===== config.mk =====
export PLATFORM = sky130hd
export DESIGN_NAME = cpu_controller
export DESIGN_NICKNAME = d
export VERILOG_FILES = /design/src/rtl/cpu_pkg.sv /design/src/rtl/cpu_controller_instr_class.sv /design/src/rtl/cpu_controller.sv
export SDC_FILE = /design/constraint.sdc
export NUM_CORES = 1
export LEC_CHECK = 0
export ABC_AREA = 1
export CORE_ASPECT_RATIO = 1.5
export CORE_MARGIN = 2
export CORE_UTILIZATION = 53
export CTS_CLUSTER_DIAMETER = 80
export DETAILED_ROUTE_END_ITERATION = 16
export MAX_ROUTING_LAYER = met4
export PLACE_DENSITY = 0.87
export SLEW_MARGIN = 5
export SYNTH_ARGS = -nofsm -noshare
export SYNTH_HDL_FRONTEND = slang
export SYNTH_SLANG_ARGS = --single-unit

===== constraint.sdc =====
create_clock -name clk -period 3.5 [get_ports clk]
set_input_delay 0.35 -clock clk [delete_from_list [all_inputs] [get_ports clk]]
set_output_delay 0.35 -clock clk [all_outputs]
set_load 0.02 [all_outputs]

===== src/rtl/cpu_pkg.sv =====
// Shared types and encodings for the CPU control FSM: states, instruction
// classes, opcode/op constants, select encodings and the per-state output table.
package cpu_pkg;

  typedef enum logic [4:0] {
    S_RST, S_IF1, S_IF2, S_UPC, S_DEC,
    S_WIMM, S_GETA, S_GETB, S_ALU, S_WRC,
    S_ADDR, S_LADDR, S_MRD1, S_MRD2, S_GETD, S_STB, S_MWR,
    S_HALT
  } state_t;

  localparam logic [2:0] OPC_LDR  = 3'b011;
  localparam logic [2:0] OPC_STR  = 3'b100;
  localparam logic [2:0] OPC_ALU  = 3'b101;
  localparam logic [2:0] OPC_MOV  = 3'b110;
  localparam logic [2:0] OPC_HALT = 3'b111;

  localparam logic [1:0] OP_ADD     = 2'b00;
  localparam logic [1:0] OP_CMP     = 2'b01;
  localparam logic [1:0] OP_AND     = 2'b10;
  localparam logic [1:0] OP_MVN     = 2'b11;
  localparam logic [1:0] OP_MOV_REG = 2'b00;
  localparam logic [1:0] OP_MOV_IMM = 2'b10;
  localparam logic [1:0] OP_MEM     = 2'b00;

  localparam logic [1:0] NSEL_RN = 2'b00;
  localparam logic [1:0] NSEL_RD = 2'b01;
  localparam logic [1:0] NSEL_RM = 2'b10;

  localparam logic [1:0] VSEL_C     = 2'b00;
  localparam logic [1:0] VSEL_PC    = 2'b01;
  localparam logic [1:0] VSEL_IMM   = 2'b10;
  localparam logic [1:0] VSEL_MDATA = 2'b11;

  localparam logic [1:0] MEM_NONE  = 2'b00;
  localparam logic [1:0] MEM_READ  = 2'b01;
  localparam logic [1:0] MEM_WRITE = 2'b10;

  localparam int ICLASS_W = 9;

  // Exactly one field is set for any {opcode, op}.
  typedef struct packed {
    logic mov_imm;
    logic mov_reg;
    logic alu;
    logic cmp;
    logic mvn;
    logic ldr;
    logic str;
    logic halt;
    logic nop;
  } iclass_t;

  typedef struct packed {
    logic [1:0] nsel;
    logic [1:0] vsel;
    logic       write;
    logic       loada;
    logic       loadb;
    logic       loadc;
    logic       loads;
    logic       asel;
    logic       bsel;
    logic [1:0] alu_op;
    logic       load_ir;
    logic       load_pc;
    logic       reset_pc;
    logic       load_addr;
    logic       addr_sel;
    logic [1:0] mem_cmd;
    logic       halted;
  } ctrl_t;

  function automatic ctrl_t ctrl_for(state_t s, iclass_t c, logic [1:0] op);
    ctrl_t o;
    o = '0;
    case (s)
      S_RST:   begin o.reset_pc = 1'b1; o.load_pc = 1'b1; end
      S_IF1:   begin o.addr_sel = 1'b1; o.mem_cmd = MEM_READ; end
      S_IF2:   begin o.addr_sel = 1'b1; o.mem_cmd = MEM_READ; o.load_ir = 1'b1; end
      S_UPC:   o.load_pc = 1'b1;
      S_WIMM:  begin o.nsel = NSEL_RN; o.vsel = VSEL_IMM; o.write = 1'b1; end
      S_GETA:  begin o.nsel = NSEL_RN; o.loada = 1'b1; end
      S_GETB:  begin o.nsel = NSEL_RM; o.loadb = 1'b1; end
      S_ALU: begin
        // MOV reg is an ADD of 0 + Rm; MVN negates Rm with A forced to 0.
        o.alu_op = c.mov_reg ? OP_ADD : op;
        o.asel   = c.mov_reg | c.mvn;
        if (c.cmp) o.loads = 1'b1;
        else       o.loadc = 1'b1;
      end
      S_WRC:   begin o.nsel = NSEL_RD; o.vsel = VSEL_C; o.write = 1'b1; end
      S_ADDR:  begin o.alu_op = OP_ADD; o.bsel = 1'b1; o.loadc = 1'b1; end
      S_LADDR: o.load_addr = 1'b1;
      S_MRD1:  o.mem_cmd = MEM_READ;
      S_MRD2: begin
        o.mem_cmd = MEM_READ;
        o.nsel    = NSEL_RD;
        o.vsel    = VSEL_MDATA;
        o.write   = 1'b1;
      end
      S_GETD:  begin o.nsel = NSEL_RD; o.loadb = 1'b1; end
      S_STB:   begin o.asel = 1'b1; o.alu_op = OP_ADD; o.loadc = 1'b1; end
      S_MWR:   o.mem_cmd = MEM_WRITE;
      S_HALT:  o.halted = 1'b1;
      default: ;
    endcase
    return o;
  endfunction

endpackage


===== src/rtl/cpu_controller_instr_class.sv =====
// Maps the decoder's {opcode, op} to a one-hot instruction class.
module instr_class
  import cpu_pkg::*;
(
  input  logic [2:0]          opcode,
  input  logic [1:0]          op,
  output logic [ICLASS_W-1:0] cls
);

  iclass_t c;

  always_comb begin
    // NOTE: every field gets a default first so no path leaves a latch behind.
    c = '0;
    case (opcode)
      OPC_MOV: begin
        if (op == OP_MOV_IMM)      c.mov_imm = 1'b1;
        else if (op == OP_MOV_REG) c.mov_reg = 1'b1;
        else                       c.nop     = 1'b1;
      end
      OPC_ALU: begin
        case (op)
          OP_ADD, OP_AND: c.alu = 1'b1;
          OP_CMP:         c.cmp = 1'b1;
          default:        c.mvn = 1'b1;
        endcase
      end
      OPC_LDR: begin
        if (op == OP_MEM) c.ldr = 1'b1;
        else              c.nop = 1'b1;
      end
      OPC_STR: begin
        if (op == OP_MEM) c.str = 1'b1;
        else              c.nop = 1'b1;
      end
      OPC_HALT: c.halt = 1'b1;
      default:  c.nop  = 1'b1;
    endcase
  end

  assign cls = c;

endmodule


===== src/rtl/cpu_controller.sv =====
// Moore control FSM for the simple CPU: fetch, decode, datapath and memory
// sequencing, with all control outputs registered alongside the state.
module cpu_controller
  import cpu_pkg::*;
(
  input  logic       clk,
  input  logic       rst_n,
  input  logic [2:0] opcode,
  input  logic [1:0] op,
  output logic [1:0] nsel,
  output logic [1:0] vsel,
  output logic       write,
  output logic       loada,
  output logic       loadb,
  output logic       loadc,
  output logic       loads,
  output logic       asel,
  output logic       bsel,
  output logic [1:0] alu_op,
  output logic       load_ir,
  output logic       load_pc,
  output logic       reset_pc,
  output logic       load_addr,
  output logic       addr_sel,
  output logic [1:0] mem_cmd,
  output logic       halted
);

  logic [ICLASS_W-1:0] cls_bits;
  iclass_t             cls;
  state_t              state, next_state;
  ctrl_t               ctrl_q;

  instr_class u_instr_class (
    .opcode (opcode),
    .op     (op),
    .cls    (cls_bits)
  );

  assign cls = iclass_t'(cls_bits);

  always_comb begin
    next_state = state;
    case (state)
      S_RST: next_state = S_IF1;
      S_IF1: next_state = S_IF2;
      S_IF2: next_state = S_UPC;
      S_UPC: next_state = S_DEC;
      S_DEC: begin
        if (cls.mov_imm)                         next_state = S_WIMM;
        else if (cls.mov_reg || cls.mvn)         next_state = S_GETB;
        else if (cls.alu || cls.cmp || cls.ldr || cls.str) next_state = S_GETA;
        else if (cls.halt)                       next_state = S_HALT;
        else                                     next_state = S_IF1;
      end
      S_WIMM:  next_state = S_IF1;
      S_GETA:  next_state = (cls.ldr || cls.str) ? S_ADDR : S_GETB;
      S_GETB:  next_state = S_ALU;
      S_ALU:   next_state = cls.cmp ? S_IF1 : S_WRC;
      S_WRC:   next_state = S_IF1;
      S_ADDR:  next_state = S_LADDR;
      S_LADDR: next_state = cls.ldr ? S_MRD1 : S_GETD;
      S_MRD1:  next_state = S_MRD2;
      S_MRD2:  next_state = S_IF1;
      S_GETD:  next_state = S_STB;
      S_STB:   next_state = S_MWR;
      S_MWR:   next_state = S_IF1;
      S_HALT:  next_state = S_HALT;
      default: next_state = S_RST;
    endcase
  end

  // Outputs are computed for the state being entered, so they change on the
  // same edge as the state and reset clears them together with it.
  always_ff @(posedge clk or negedge rst_n) begin
    // NOTE: state registers use non-blocking assignment so every flop samples
    // pre-edge values regardless of statement order.
    if (!rst_n) begin
      state  <= S_RST;
      ctrl_q <= ctrl_for(S_RST, '0, 2'b00);
    end else begin
      state  <= next_state;
      ctrl_q <= ctrl_for(next_state, cls, op);
    end
  end

  assign nsel      = ctrl_q.nsel;
  assign vsel      = ctrl_q.vsel;
  assign write     = ctrl_q.write;
  assign loada     = ctrl_q.loada;
  assign loadb     = ctrl_q.loadb;
  assign loadc     = ctrl_q.loadc;
  assign loads     = ctrl_q.loads;
  assign asel      = ctrl_q.asel;
  assign bsel      = ctrl_q.bsel;
  assign alu_op    = ctrl_q.alu_op;
  assign load_ir   = ctrl_q.load_ir;
  assign load_pc   = ctrl_q.load_pc;
  assign reset_pc  = ctrl_q.reset_pc;
  assign load_addr = ctrl_q.load_addr;
  assign addr_sel  = ctrl_q.addr_sel;
  assign mem_cmd   = ctrl_q.mem_cmd;
  assign halted    = ctrl_q.halted;

endmodule


==> results.json <==
{
  "period_share": 0.520,
  "violations": "negative hold slack",
  "cts_buffers": 3,
  "drive_above_1_share": 0.186,
  "grt_pass1_vias": 1155,
  "antenna_found_initial": 0,
  "yosys_warnings": 0,
  "gr-total-overflow": 0,
  "die_area_sq_um": 2900,
  "route.detailed.drc": 0,
  "clock_sinks": 26,
  "synth_cells": 163,
  "synthFlopType": "dfrtp_1",
  "critPathBufInv": 1,
  "max_freq_mhz": 549,
  "worst_slew_pin_slew_ns": 0.630,
  "fin_cells": 218,
  "first_pass_iters": 5,
  "ios": 28,
  "drt-initial-drc-count": 52,
  "yosysTopAreaCellShare": 0.458,
  "ctsHtreeMaxLevel": 1,
  "postLayoutCellArea_sq_um": 1660,
  "crit_chain": "clkdlybuf4s50_1",
  "via_per_inst": 5.28,
  "max-slew-margin-rel": 0.577,
  "via_count": 1151,
  "grt_pass1_wl_mm": 4.97,
  "wl_per_cell_um": 13.2,
  "rsz0062_at_grt": "no",
  "numPortBuffers": 27,
  "track_usage": 0.240,
  "cts_resized": 0,
  "maxCapViolCount": 0,
  "syn_area_sq_um": 1310,
  "synth_top_area_cell": "dfrtp_1",
  "place_area_sq_um": 1610,
  "finalPower_mw": 1.30,
  "ys_ff_latch": 26,
  "core_area_sq_um": 2390,
  "place_hpwl_mm": 2.34,
  "skew_ns": 0.00202,
  "register_area_sq_um": 653,
  "drv_slew": 0,
  "synth_area_leaders": "dfrtp_1 46%, nand2_1 10%, nor2_1 7.2%, nand3_1 5.7%, inv_1 5.4%",
  "cp.arrival_ns": 1.47,
  "cts.clk_slew.worst_paths_ns": 0.14,
  "min_period_ns": 1.82,
  "cp_max_fo": 1,
  "synth_edf_count": 0,
  "syn-num-nets": 170,
  "placed_cells": 214,
  "cts_setup_buffers": 0,
  "crit_type": "flop to output port",
  "die_x_um": 44.6,
  "clockBufferDepth": 2,
  "p_leak_nw": 0.890,
  "whs_ns": -0.0171,
  "status": "finished with violations",
  "num_antenna_cells": 0,
  "yosysSeqAreaShare": 0.498,
  "cp_slowest_cell": "clkdlybuf4s50_1",
  "die_h_um": 64.9,
  "antenna_left": 0,
  "required_ns": 3.15,
  "cp_slowest_stage_delay_ns": 0.60,
  "setup_viol": 0,
  "cts_tree": "done",
  "synth_cell_types": 22,
  "gp_congestion": 0.968,
  "fillerInstances": 207,
  "power_density_nw_per_um2": 781,
  "clk_latency_ns": 0.33,
  "routed_wl_mm": 2.87,
  "ir_drop_mv": 0.448,
  "area_growth_pct": 26.5,
  "row_count": 22,
  "endpoint_kind": "output port",
  "syn_area_per_cell_sq_um": 8.04,
  "start_util": 0.548,
  "layout.nets": 202,
  "multi_input_area_sq_um": 549,
  "hold_buffers": 0,
  "cts_root_buffer": "clkbuf_4",
  "min_path_type": "input port to async pin",
  "critPathTopFamily": "buffers and inverters",
  "grt_max_degree": 27,
  "hold_violations": 24,
  "cp-start-kind": "flop",
  "synthArstFlopShare": 1.00,
  "setup-tns-final_ns": 0
}
-- registers in the layout (all words and copies together), names as in the netlist, 2 cells and up --
register,flops
state,5
mem_cmd,2
vsel,2
nsel,2
alu_op,2
-- metal layers --
metal  vias to the layer above  part of all wire  track usage
li1                        565                 -            -
met1                       530              0.38        0.274
met2                        47              0.54        0.404
met3                         9             0.045       0.0279
met4                         0             0.031        0.114
met5                         -                 0            -
-- synthesized netlist by cell type, types with 4 or more instances --
cell type and n:
dfrtp_1 24, inv_1 19, inv_2 9, nand2_1 36
nand3_1 15, nand3_2 4, nor2_1 25, nor2_2 7
nor2_4 4, o21ai_0 4
-- logic make-up after synthesis --
logic type      share of synthesized area
buf+inv                            0.0830
flops                               0.498
compound gates                     0.0258
simple gates                        0.393
-- area by class of cell --
class,instances,share of cell area
clock buffers,3,0.0136
multi-input cells,108,0.331
well taps,24,0.0181
inverters,29,0.0656
repair buffers,27,0.160
flip-flops and latches,26,0.394
clock inverters,1,0.0181
-- through the flow --
| stage | worst slack (ns) | util |
|---|---|---|
| after floorplan | 2.08 | - |
| after global placement | 1.47 | 0.673 |
| after detailed placement | 1.45 | 0.673 |
| after CTS | 1.68 | 0.695 |
| after global routing | 1.62 | 0.693 |
| final | 1.68 | 0.693 |
-- placed cells by master (no fill, tap or decap), types with 2 or more instances in the layout --
| cell | synthesis | final |
|---|---|---|
| o21ai_0 | 4 | 4 |
| nand4_1 | 2 | 2 |
| inv_1 | 19 | 19 |
| nand3_1 | 15 | 15 |
| clkbuf_4 | 0 | 3 |
| nand2_1 | 36 | 36 |
| inv_2 | 9 | 9 |
| nor2_2 | 7 | 7 |
| dfrtp_1 | 24 | 24 |
| dfstp_2 | 2 | 2 |
| nor3_1 | 2 | 2 |
| nor2_1 | 25 | 25 |
| clkdlybuf4s50_1 | 0 | 26 |
| nor2_4 | 4 | 4 |
| nand3_2 | 4 | 4 |
| nand2_2 | 2 | 2 |
-- power by group --
part           internal [mW]  leakage [nW]  switching (mW)
clock                  0.116        0.0279          0.0916
combinational          0.244         0.517           0.410
sequential             0.384         0.345          0.0495
-- path summary, 6_finish.rpt --
check                      cells after the start  slack (ns)         end  startpoint
max in group asynchronous                      1        3.14    reset_pc       rst_n
max                                            1        1.68     load_pc     load_pc
max reg2reg                                    6        1.79  mem_cmd[0]    state[4]
min reg2reg                                    1        0.62     load_ir    state[4]
min                                            1       -0.02     vsel[1]       rst_n
min in group clk                               1        0.62     load_ir    state[4]
Power figures use the tool's default switching activity.
